--- src/rtl/s1_pkg.sv ---
// Shared S1 core types: widths, ALU op codes and the execute request payload.
package s1_pkg;

    localparam int XLEN = 32;
    localparam int RA_W = 5;

    typedef enum logic [3:0] {
        ALU_ADD  = 4'h0,
        ALU_SUB  = 4'h1,
        ALU_AND  = 4'h2,
        ALU_OR   = 4'h3,
        ALU_XOR  = 4'h4,
        ALU_SRL  = 4'h5,
        ALU_SRA  = 4'h6,
        ALU_SLL  = 4'h7,
        ALU_ADDC = 4'h8,
        ALU_SLTU = 4'h9
    } alu_op_e;

    // Raw decoded instruction as offered by decode; also the skid payload.
    typedef struct packed {
        logic [XLEN-1:0] rs1_val;
        logic [XLEN-1:0] rs2_val;
        logic [XLEN-1:0] imm;
        logic [RA_W-1:0] rs1_addr;
        logic [RA_W-1:0] rs2_addr;
        logic [RA_W-1:0] rd;
        logic            use_imm;
        alu_op_e         alu_op;
        logic            rd_we;
    } ex_req_t;

    typedef enum logic [1:0] {
        ST_EMPTY = 2'd0,
        ST_ONE   = 2'd1,
        ST_TWO   = 2'd2
    } ex_state_e;

endpackage

--- src/rtl/alu.sv ---
// 32-bit S1 ALU. Codes 8/9 are ADDC/SLTU; every other code uses op[2:0].
module alu
    import s1_pkg::*;
(
    input  logic [3:0]      op,
    input  logic [XLEN-1:0] a,
    input  logic [XLEN-1:0] b,
    output logic [XLEN-1:0] y
);

    logic [XLEN:0] sum;

    // Result select; SLL sees the full b so any amount >= 32 clears the result.
    always_comb begin
        sum = {1'b0, a} + {1'b0, b};
        y   = '0;
        if (op == ALU_ADDC) begin
            y = {{(XLEN-1){1'b0}}, sum[XLEN]};
        end else if (op == ALU_SLTU) begin
            y = {{(XLEN-1){1'b0}}, (a < b)};
        end else begin
            case (op[2:0])
                3'd0: y = sum[XLEN-1:0];
                3'd1: y = a - b;
                3'd2: y = a & b;
                3'd3: y = a | b;
                3'd4: y = a ^ b;
                3'd5: y = a >> b[4:0];
                3'd6: y = $signed(a) >>> b[4:0];
                default: y = (|b[XLEN-1:5]) ? '0 : (a << b[4:0]);
            endcase
        end
    end

endmodule

--- src/rtl/ex_bypass.sv ---
// Per-source forwarding: own out register first, then writeback, else regfile.
module ex_bypass
    import s1_pkg::*;
(
    input  logic [RA_W-1:0] addr,
    input  logic [XLEN-1:0] rf_val,
    input  logic            out_hit_en,
    input  logic [RA_W-1:0] out_rd,
    input  logic [XLEN-1:0] out_val,
    input  logic            wb_we,
    input  logic [RA_W-1:0] wb_rd,
    input  logic [XLEN-1:0] wb_data,
    output logic [XLEN-1:0] val
);

    // x0 is hardwired to zero in the regfile, so it is never forwarded.
    always_comb begin
        val = rf_val;
        if (addr != '0) begin
            if (out_hit_en && out_rd == addr)
                val = out_val;
            else if (wb_we && wb_rd == addr)
                val = wb_data;
        end
    end

endmodule

--- src/rtl/ex_stage.sv ---
// S1 execute stage: 2-entry elastic buffer (out register + raw skid) around the ALU.
module ex_stage
    import s1_pkg::*;
(
    input  logic            clk,
    input  logic            rst_n,
    input  logic            flush,
    input  logic            in_valid,
    output logic            in_ready,
    input  logic [XLEN-1:0] in_rs1_val,
    input  logic [XLEN-1:0] in_rs2_val,
    input  logic [XLEN-1:0] in_imm,
    input  logic            in_use_imm,
    input  logic [RA_W-1:0] in_rs1_addr,
    input  logic [RA_W-1:0] in_rs2_addr,
    input  logic [3:0]      in_alu_op,
    input  logic [RA_W-1:0] in_rd,
    input  logic            in_rd_we,
    input  logic            wb_we,
    input  logic [RA_W-1:0] wb_rd,
    input  logic [XLEN-1:0] wb_data,
    output logic            out_valid,
    input  logic            out_ready,
    output logic [XLEN-1:0] out_result,
    output logic [RA_W-1:0] out_rd,
    output logic            out_rd_we
);

    ex_state_e       state, next_state;
    ex_req_t         in_req, skid_q, src;
    logic            accept, pop;
    logic            load_out, load_skid, use_skid;
    logic [XLEN-1:0] rs1_byp, rs2_byp, alu_b, alu_y;

    assign accept    = in_valid & in_ready;
    assign pop       = out_valid & out_ready;
    assign out_valid = (state != ST_EMPTY);

    // Pack the decode inputs into the request struct.
    always_comb begin
        in_req          = '0;
        in_req.rs1_val  = in_rs1_val;
        in_req.rs2_val  = in_rs2_val;
        in_req.imm      = in_imm;
        in_req.rs1_addr = in_rs1_addr;
        in_req.rs2_addr = in_rs2_addr;
        in_req.rd       = in_rd;
        in_req.use_imm  = in_use_imm;
        in_req.alu_op   = alu_op_e'(in_alu_op);
        in_req.rd_we    = in_rd_we;
    end

    // State register; in_ready is registered from next_state to cut the ready path.
    always_ff @(posedge clk or negedge rst_n) begin
        if (!rst_n) begin
            state    <= ST_EMPTY;
            in_ready <= 1'b1;
        end else begin
            state    <= next_state;
            in_ready <= (next_state != ST_TWO);
        end
    end

    // Next-state: occupancy count driven by accept/pop; flush empties everything.
    always_comb begin
        next_state = state;
        case (state)
            ST_EMPTY: if (accept) next_state = ST_ONE;
            ST_ONE: begin
                if (accept && !pop)      next_state = ST_TWO;
                else if (!accept && pop) next_state = ST_EMPTY;
            end
            ST_TWO:   if (pop) next_state = ST_ONE;
            default:  next_state = ST_EMPTY;
        endcase
        if (flush) next_state = ST_EMPTY;
    end

    // Load controls: the out register refills from input or skid, skid only catches overflow.
    always_comb begin
        use_skid  = (state == ST_TWO);
        load_out  = !flush && (((state == ST_EMPTY) && accept) ||
                               ((state == ST_ONE) && accept && pop) ||
                               ((state == ST_TWO) && pop));
        load_skid = !flush && (state == ST_ONE) && accept && !pop;
    end

    assign src   = use_skid ? skid_q : in_req;
    assign alu_b = src.use_imm ? src.imm : rs2_byp;

    ex_bypass u_byp_rs1 (
        .addr(src.rs1_addr), .rf_val(src.rs1_val),
        .out_hit_en(out_valid & out_rd_we), .out_rd(out_rd), .out_val(out_result),
        .wb_we(wb_we), .wb_rd(wb_rd), .wb_data(wb_data), .val(rs1_byp)
    );

    ex_bypass u_byp_rs2 (
        .addr(src.rs2_addr), .rf_val(src.rs2_val),
        .out_hit_en(out_valid & out_rd_we), .out_rd(out_rd), .out_val(out_result),
        .wb_we(wb_we), .wb_rd(wb_rd), .wb_data(wb_data), .val(rs2_byp)
    );

    alu u_alu (
        .op(src.alu_op), .a(rs1_byp), .b(alu_b), .y(alu_y)
    );

    // Out register: only written on load, so it holds steady under back-pressure and flush.
    always_ff @(posedge clk or negedge rst_n) begin
        if (!rst_n) begin
            out_result <= '0;
            out_rd     <= '0;
            out_rd_we  <= 1'b0;
        end else if (load_out) begin
            out_result <= alu_y;
            out_rd     <= src.rd;
            out_rd_we  <= src.rd_we;
        end
    end

    // Skid register: raw operands, evaluated later when promoted to the out register.
    always_ff @(posedge clk or negedge rst_n) begin
        if (!rst_n)         skid_q <= '0;
        else if (load_skid) skid_q <= in_req;
    end

endmodule

--- config.mk ---
export PLATFORM = sky130hd
export DESIGN_NAME = ex_stage
export DESIGN_NICKNAME = d
export VERILOG_FILES = /design/src/rtl/s1_pkg.sv /design/src/rtl/alu.sv /design/src/rtl/ex_bypass.sv /design/src/rtl/ex_stage.sv
export SDC_FILE = /design/constraint.sdc
export NUM_CORES = 1
export LEC_CHECK = 0
export BUFFER_PORTS_ARGS = -buffer_cell sky130_fd_sc_hd__buf_2
export CORE_AREA = 2 2 282 284
export DETAILED_ROUTE_END_ITERATION = 7
export DIE_AREA = 0 0 284 286
export SYNTH_ARGS = -nofsm -noshare
export SYNTH_HDL_FRONTEND = slang
export SYNTH_HIERARCHICAL = 1
export SYNTH_SLANG_ARGS = --single-unit
--- constraint.sdc ---
create_clock -name clk -period 7.85 [get_ports clk]
set_clock_uncertainty 0.15 [all_clocks]
set_input_delay 1.57 -clock clk [delete_from_list [all_inputs] [get_ports clk]]
set_output_delay 1.57 -clock clk [all_outputs]
set_load 0.01 [all_outputs]
==> reports/results.txt, run 1 <==
Worst Slack Setup Final - 0.718 ns
Die W - 284 microns
Die height - 286 microns
Crit-path max FO - 10
Cells after synthesis - 2165
CP arrival - 7.38 ns
Routed WL - 84.4 mm
Core footprint - 78400 sq um
RSZ-0062 raised after global routing - false
CTS root buffer - clkbuf_16
Clock slew seen by the registers of the worst setup and hold paths - 0.07 ns
Final setup vio count - 0
Clk buf depth - 2
Vias in the first global route - 18590
RD Place Congestion - 1.03
Fin crit share - 0.908
Htree depth - 4
DRT iter0 DRCs - 1913
First-pass GRT wire length - 124 mm
Largest net degree at the start of global routing - 96
Critical path class - in2reg
Hold WC Path Type - reg2reg
Setup tns final - 0 ns
CP Data Required Time - 8.10 ns
Post-synth EDFFs - 0
Via count - 18960
PortBufs - 199
Maximum VDD drop - 148 uV
Max Cap Viol - 0
Mapped Avg Cell Area - 8.93 sq um
Ys flop type - dfrtp_1
Routed WL per cell - 24.8 microns
# placed instances - 3373
Synthesized area - 19300 sq um
Max_slew headroom - 0.257
CTS tree - done
CP Capture Type - flop
Minimum clock period - 7.13 ns
Die ar. - 81200 sq um
Seq cells post-synth - 158
Total gr overflow - 0
Final #Nets - 2610
Global Route Usage Sum - 0.201
Hold-fix buffers, CTS - 0
Fillers - 8432
I/O pins - 200
Vias/cell - 5.57
Leakage - 9.99 nW
Hold violation count in the final report - 0
Starting density of the core - 0.247
Fmax - 140 MHz
CTS buffer count - 17
CTS sink cnt - 158
Syn nets - 2433
HPWL after detailed placement - 66.4 mm
Post-CTS resize count - 0
Placement Rows - 103
Setup crit start kind - input pin
PwrDens - 192 nW/um^2
Antenna Nets Post-Route - 0
Synth async-reset ratio - 1.00
Outcome - completed
Place WS - 0.476 ns
ANT cells - 0
Layout cells sized above 1 - 0.326
Tightest Pin Transition - 1.10 ns
Sequential area share after synthesis - 0.205
Initial antenna violation count - 1
Drt pass-1 iters - 7
# DRC - 0
Clk_lat worst skew - 0.46 ns
Finished Layout Cells - 3405
Area delta synth->final - 16.4%
Post-CTS setup buffers - 0
Largest cells by area after synthesis - dfrtp_1 20%, mux2_2 11%, ha_1 6.9%
Synth warn - 6
Slew Limit Fails - 0
Area leader, netlist - dfrtp_1
Number of distinct library cells after synthesis - 99
Top cell type's share of synthesized area - 0.203
layout make-up:
| cell class | instances | area, sq um | share of cell area |
|---|---|---|---|
| multi-input cells | 1721 | 14200 | 0.629 |
| flip-flops and latches | 158 | 3960 | 0.176 |
| repair buffers | 332 | 2050 | 0.0911 |
| well taps | 1050 | 1310 | 0.0584 |
| clock buffers | 21 | 450 | 0.0200 |
| inverters | 112 | 420 | 0.0187 |
| clock inverters | 11 | 160 | 0.00712 |
worst max-delay path, cell delays in order:
cell and delay [ns]:
buf_2 0.11, mux2_2 0.30, xnor2_1 0.18, nand4_1 0.19, o311ai_4 0.73, o22ai_1 0.22
a2bb2oi_2 0.45, ha_1 0.27, inv_1 0.09, fa_1 0.39, nand2b_1 0.19, a21oi_1 0.26
o31ai_1 0.20, nand2_1 0.29, a211oi_2 0.14, o41ai_1 0.99, a211oi_1 0.21, a2111oi_2 0.38
mux2_4 0.20
cell usage in the layout, fill, tap and decap left out, types with 15 or more instances in the layout:
master,instances
buf_2,198
mux2_2,194
nand2_1,166
dfrtp_1,157
nor2_1,150
a21oi_1,137
buf_4,129
o21ai_0,122
inv_1,110
ha_1,106
mux2i_1,96
o22ai_1,81
a2bb2oi_2,60
mux2_4,58
nor3_1,40
mux4_2,37
a211oi_1,25
o211ai_1,21
a31oi_1,20
a21o_1,18
a22oi_1,18
xnor2_1,18
clkbuf_16,17
nor4_1,17
o221ai_1,17
o21bai_1,16
nor2b_1,15
nand4_1,15
where the power goes:
part / internal, mW / total [mW] / switching [mW]
Sequential: 1.07 / 1.29 / 0.220
Clock: 0.515 / 0.904 / 0.389
Combinational: 0.919 / 2.13 / 1.21
Total: 2.50 / 4.32 / 1.82
registers in the layout, indices dropped and copies added, names as in the netlist:
register,flops
out_result,32
in_ready,1
out_rd_we,1
out_rd,5
state,2
skid_q,117
cell usage after synthesis, types with 60 or more instances:
cell type and n:
a21oi_1 137, a2bb2oi_2 60, clkbuf_1 89, dfrtp_1 157
ha_1 106, inv_1 111, mux2_2 194, mux2i_1 96
nand2_1 168, nor2_1 152, o21ai_0 128, o22ai_1 81
per-layer routing:
metal / vias up / track usage / wire length [microns]
li1: 8517 / - / -
met1: 9374 / 0.261 / 35100
met2: 905 / 0.330 / 38900
met3: 162 / 0.0319 / 6640
met4: 2 / 0.0857 / 3770
met5: - / 0 / 14
through the flow:
step / utilization / power (mW) / hold slack (ns) / instance area [sq um]
after floorplan: - / 2.60 / 0.325 / 19300
after CTS: 0.287 / 4.30 / 0.355 / 22500
after global routing: 0.287 / 4.53 / 0.365 / 22500
after detailed placement: 0.279 / 3.37 / 0.340 / 21900
after global placement: 0.279 / 3.37 / 0.332 / 21900
final: 0.287 / 4.32 / 0.353 / 22500
logic make-up after synthesis:
kind of cell / Yosys count / synth area share
buf+inv: 286 / 0.0681
fa+ha+maj: 109 / 0.0712
xor+xnor: 31 / 0.0140
mux: 386 / 0.252
compound gates: 698 / 0.269
simple gates: 497 / 0.121
flops: 158 / 0.205
final timing paths:
kind                                     start             end  slack, ns  cells past startpoint
worst min-delay path                skid_q[70]      skid_q[70]       0.35                      1
worst max register to register        state[1]  out_result[30]       1.15                     19
max in group asynchronous                rst_n     skid_q[114]       4.93                      2
worst max-delay path            in_rs1_addr[1]  out_result[30]       0.72                     19
min in group asynchronous                rst_n      skid_q[53]       1.09                      1
worst min register to register      skid_q[70]      skid_q[70]       0.35                      1
Power figures use the tool's default switching activity.
==> inputs of run 2 (changes only) <==
--- a/config.mk
+++ b/config.mk
@@ -6,9 +6,10 @@
 export NUM_CORES = 1
 export LEC_CHECK = 0
 export BUFFER_PORTS_ARGS = -buffer_cell sky130_fd_sc_hd__buf_2
-export CORE_AREA = 2 2 282 284
+export CORE_AREA = 2 2 200 202
 export DETAILED_ROUTE_END_ITERATION = 7
-export DIE_AREA = 0 0 284 286
+export DIE_AREA = 0 0 202 204
+export PLACE_DENSITY = 0.69
 export SYNTH_ARGS = -nofsm -noshare
 export SYNTH_HDL_FRONTEND = slang
 export SYNTH_HIERARCHICAL = 1
==> constraint.sdc (replaced) <==
create_clock -name clk -period 7.85 [get_ports clk]
set_clock_uncertainty 0.15 [all_clocks]
set_input_delay 1.57 -clock clk [delete_from_list [all_inputs] [get_ports clk]]
set_output_delay 1.57 -clock clk [all_outputs]
set_load 0.005 [all_outputs]
==> run 2 against run 1 <==
The run now ends with capacitance limit left. Global-route usage up 20 points. Register-to-register slack worse by 0.12 ns. Die area down 49%. First-iteration DRC count up 36%. Sequential power about the same. Largest cell class unchanged. Cell count down 16%. Combinational power about the same. Routed wire length down 0.65%. Flip-flop and latch count unchanged. Via count up 2.6%. Core utilization up 26 points. Critical endpoint is now out_result[20]. Sequential share of layout area up 0.76 points.
==> reports/results.txt, run 2 (synthesis results as in run 1) <==
Outcome - finished with violations
Failing checks - capacitance limit
Routed wl met3 - 9.89 mm
CP Data Required Time - 8.04 ns
CTS buffer count - 17
Clock power frac - 0.200
Fin area - 21600 sq um
FF/Latch Area - 3960 sq um
Die ar. - 41200 sq um
Tightest Pin Transition - 1.46 ns
Biggest register - skid_q
Global Route Usage Sum - 0.398
Final #Nets - 2577
Area delta synth->final - 11.6%
Fin crit share - 0.921
CTS tree - done
Htree depth - 4
Routed wl met2 - 34.9 mm
CTS root buffer - clkbuf_16
CP Capture Type - flop
Max reg flops - 117
Biggest regs - skid_q: 117 flops, out_result: 32 flops, out_rd: 5 flops
Crit-path max FO - 22
Final core occ - 0.551
Total gr overflow - 0
Max Cap Viol - 1
I/O pins - 200
Die W - 202 microns
Final setup vio count - 0
Setup tns final - 0 ns
Critical path class - in2reg
HPWL after detailed placement - 64.1 mm
Power Internal - 2.42 mW
Antenna Nets Post-Route - 0
Die height - 204 microns
# DRC - 0
Initial antenna violation count - 2
Top Metal Used - met5
Vias in the first global route - 18817
Routed WL per cell - 29.4 microns
Core footprint - 39200 sq um
Leakage - 9.82 nW
Logic pwr share - 0.498
Hold WC Path Type - reg2reg
Routed WL - 83.9 mm
Flop pwr share - 0.303
Clk buf depth - 2
Switching power - 1.82 mW
Hold-fix buffers, CTS - 0
PortBufs - 199
Fillers - 3551
Sw Share - 0.430
Placement Rows - 73
Via count - 19458
RD Place Congestion - 1.07
Clock slew seen by the registers of the worst setup and hold paths - 0.07 ns
Max_slew headroom - 0.0136
Vias/cell - 6.83
Wl on met1 - 35.7 mm
Most common cell after layout, fill and taps aside - buf_2
Footprint of the multi-input gates - 14200 sq um
CTS sink cnt - 158
CP arrival - 7.42 ns
Slew Limit Fails - 0
Maximum VDD drop - 164 uV
Drt pass-1 iters - 6
DRT iter0 DRCs - 2594
Starting density of the core - 0.493
Post-CTS setup buffers - 0
Fmax - 138 MHz
First-pass GRT wire length - 123 mm
Hold violation count in the final report - 0
RSZ-0062 raised after global routing - false
Clk_lat worst skew - 0.45 ns
PwrDens - 197 nW/um^2
Largest net degree at the start of global routing - 113
Layout cells sized above 1 - 0.319
Setup crit start kind - input pin
DP Area - 21000 sq um
Minimum clock period - 7.23 ns
Post-CTS resize count - 0
Most frequent cells in the layout - 198 x buf_2, 194 x mux2_2, 166 x nand2_1
==> run 2: cell types whose count changed in the layout (fill, tap and decap cells not counted), moves of 2 or more <==
cell and delta:
diode_2 +3, clkbuf_1 -3, inv_8 +2, buf_4 -32, inv_6 +3, bufinv_16 -2
==> run 2: worst paths after layout <==
check                               start              to  slack, ns  cells past startpoint
setup reg to reg                 state[1]  out_result[20]       1.03                     18
max in group asynchronous           rst_n  out_result[28]       5.12                      2
hold / removal                  skid_q[3]       skid_q[3]       0.36                      1
hold reg to reg                 skid_q[3]       skid_q[3]       0.36                      1
setup / recovery           in_rs1_addr[4]  out_result[20]       0.62                     18
min in group asynchronous           rst_n      skid_q[17]       1.10                      1
==> run 2: worst max-delay path, stage by stage <==
cell       delay [ns]
buf_2            0.11
mux2_2           0.30
xnor2_1          0.18
nand4_1          0.20
o311ai_4         0.57
buf_4            0.40
o22ai_1          0.16
a2bb2oi_2        0.57
inv_1            0.10
ha_1             0.50
or4_4            0.63
o221a_2          0.37
a211oi_2         0.56
a21oi_2          0.17
a221o_1          0.35
a221oi_2         0.27
nor2_1           0.12
mux2_4           0.27
==> run 2: layer usage <==
| metal | track usage | vias up |
|---|---|---|
| li1 | - | 8448 |
| met1 | 0.562 | 9582 |
| met2 | 0.579 | 1231 |
| met3 | 0.106 | 195 |
| met4 | 0.151 | 2 |
| met5 | 0 | - |
==> run 2: cell type report <==
type                       count  share of cell area
multi-input combinational   1721               0.656
clock inverter                14             0.00673
inverter                     112              0.0195
clock buffer                  18              0.0204
timing repair buffer         299              0.0830
tap                          525              0.0304
sequential                   158               0.183
antenna                        3            0.000348
==> run 2: through the flow <==
stage | setup WS [ns] | hold slack [ns] | power (mW) | cells
2_1_floorplan | 0.930 | 0.325 | 2.57 | 2165
3_3_place_gp | 0.432 | 0.330 | 3.29 | 2815
3_5_place_dp | 0.359 | 0.340 | 3.32 | 2815
4_1_cts | 0.822 | 0.355 | 4.19 | 2847
5_1_grt | 0.447 | 0.368 | 4.44 | 2847
6_report | 0.617 | 0.355 | 4.25 | 2850
==> run 2: power groups by stage <==
stage	Sequential (mW)	Combinational, mW	Clock [mW]
after floorplan	1.21	1.36	0
after global placement	1.27	2.02	0
after detailed placement	1.29	2.04	0
after CTS	1.28	2.05	0.863
after global routing	1.31	2.23	0.894
final	1.29	2.11	0.848
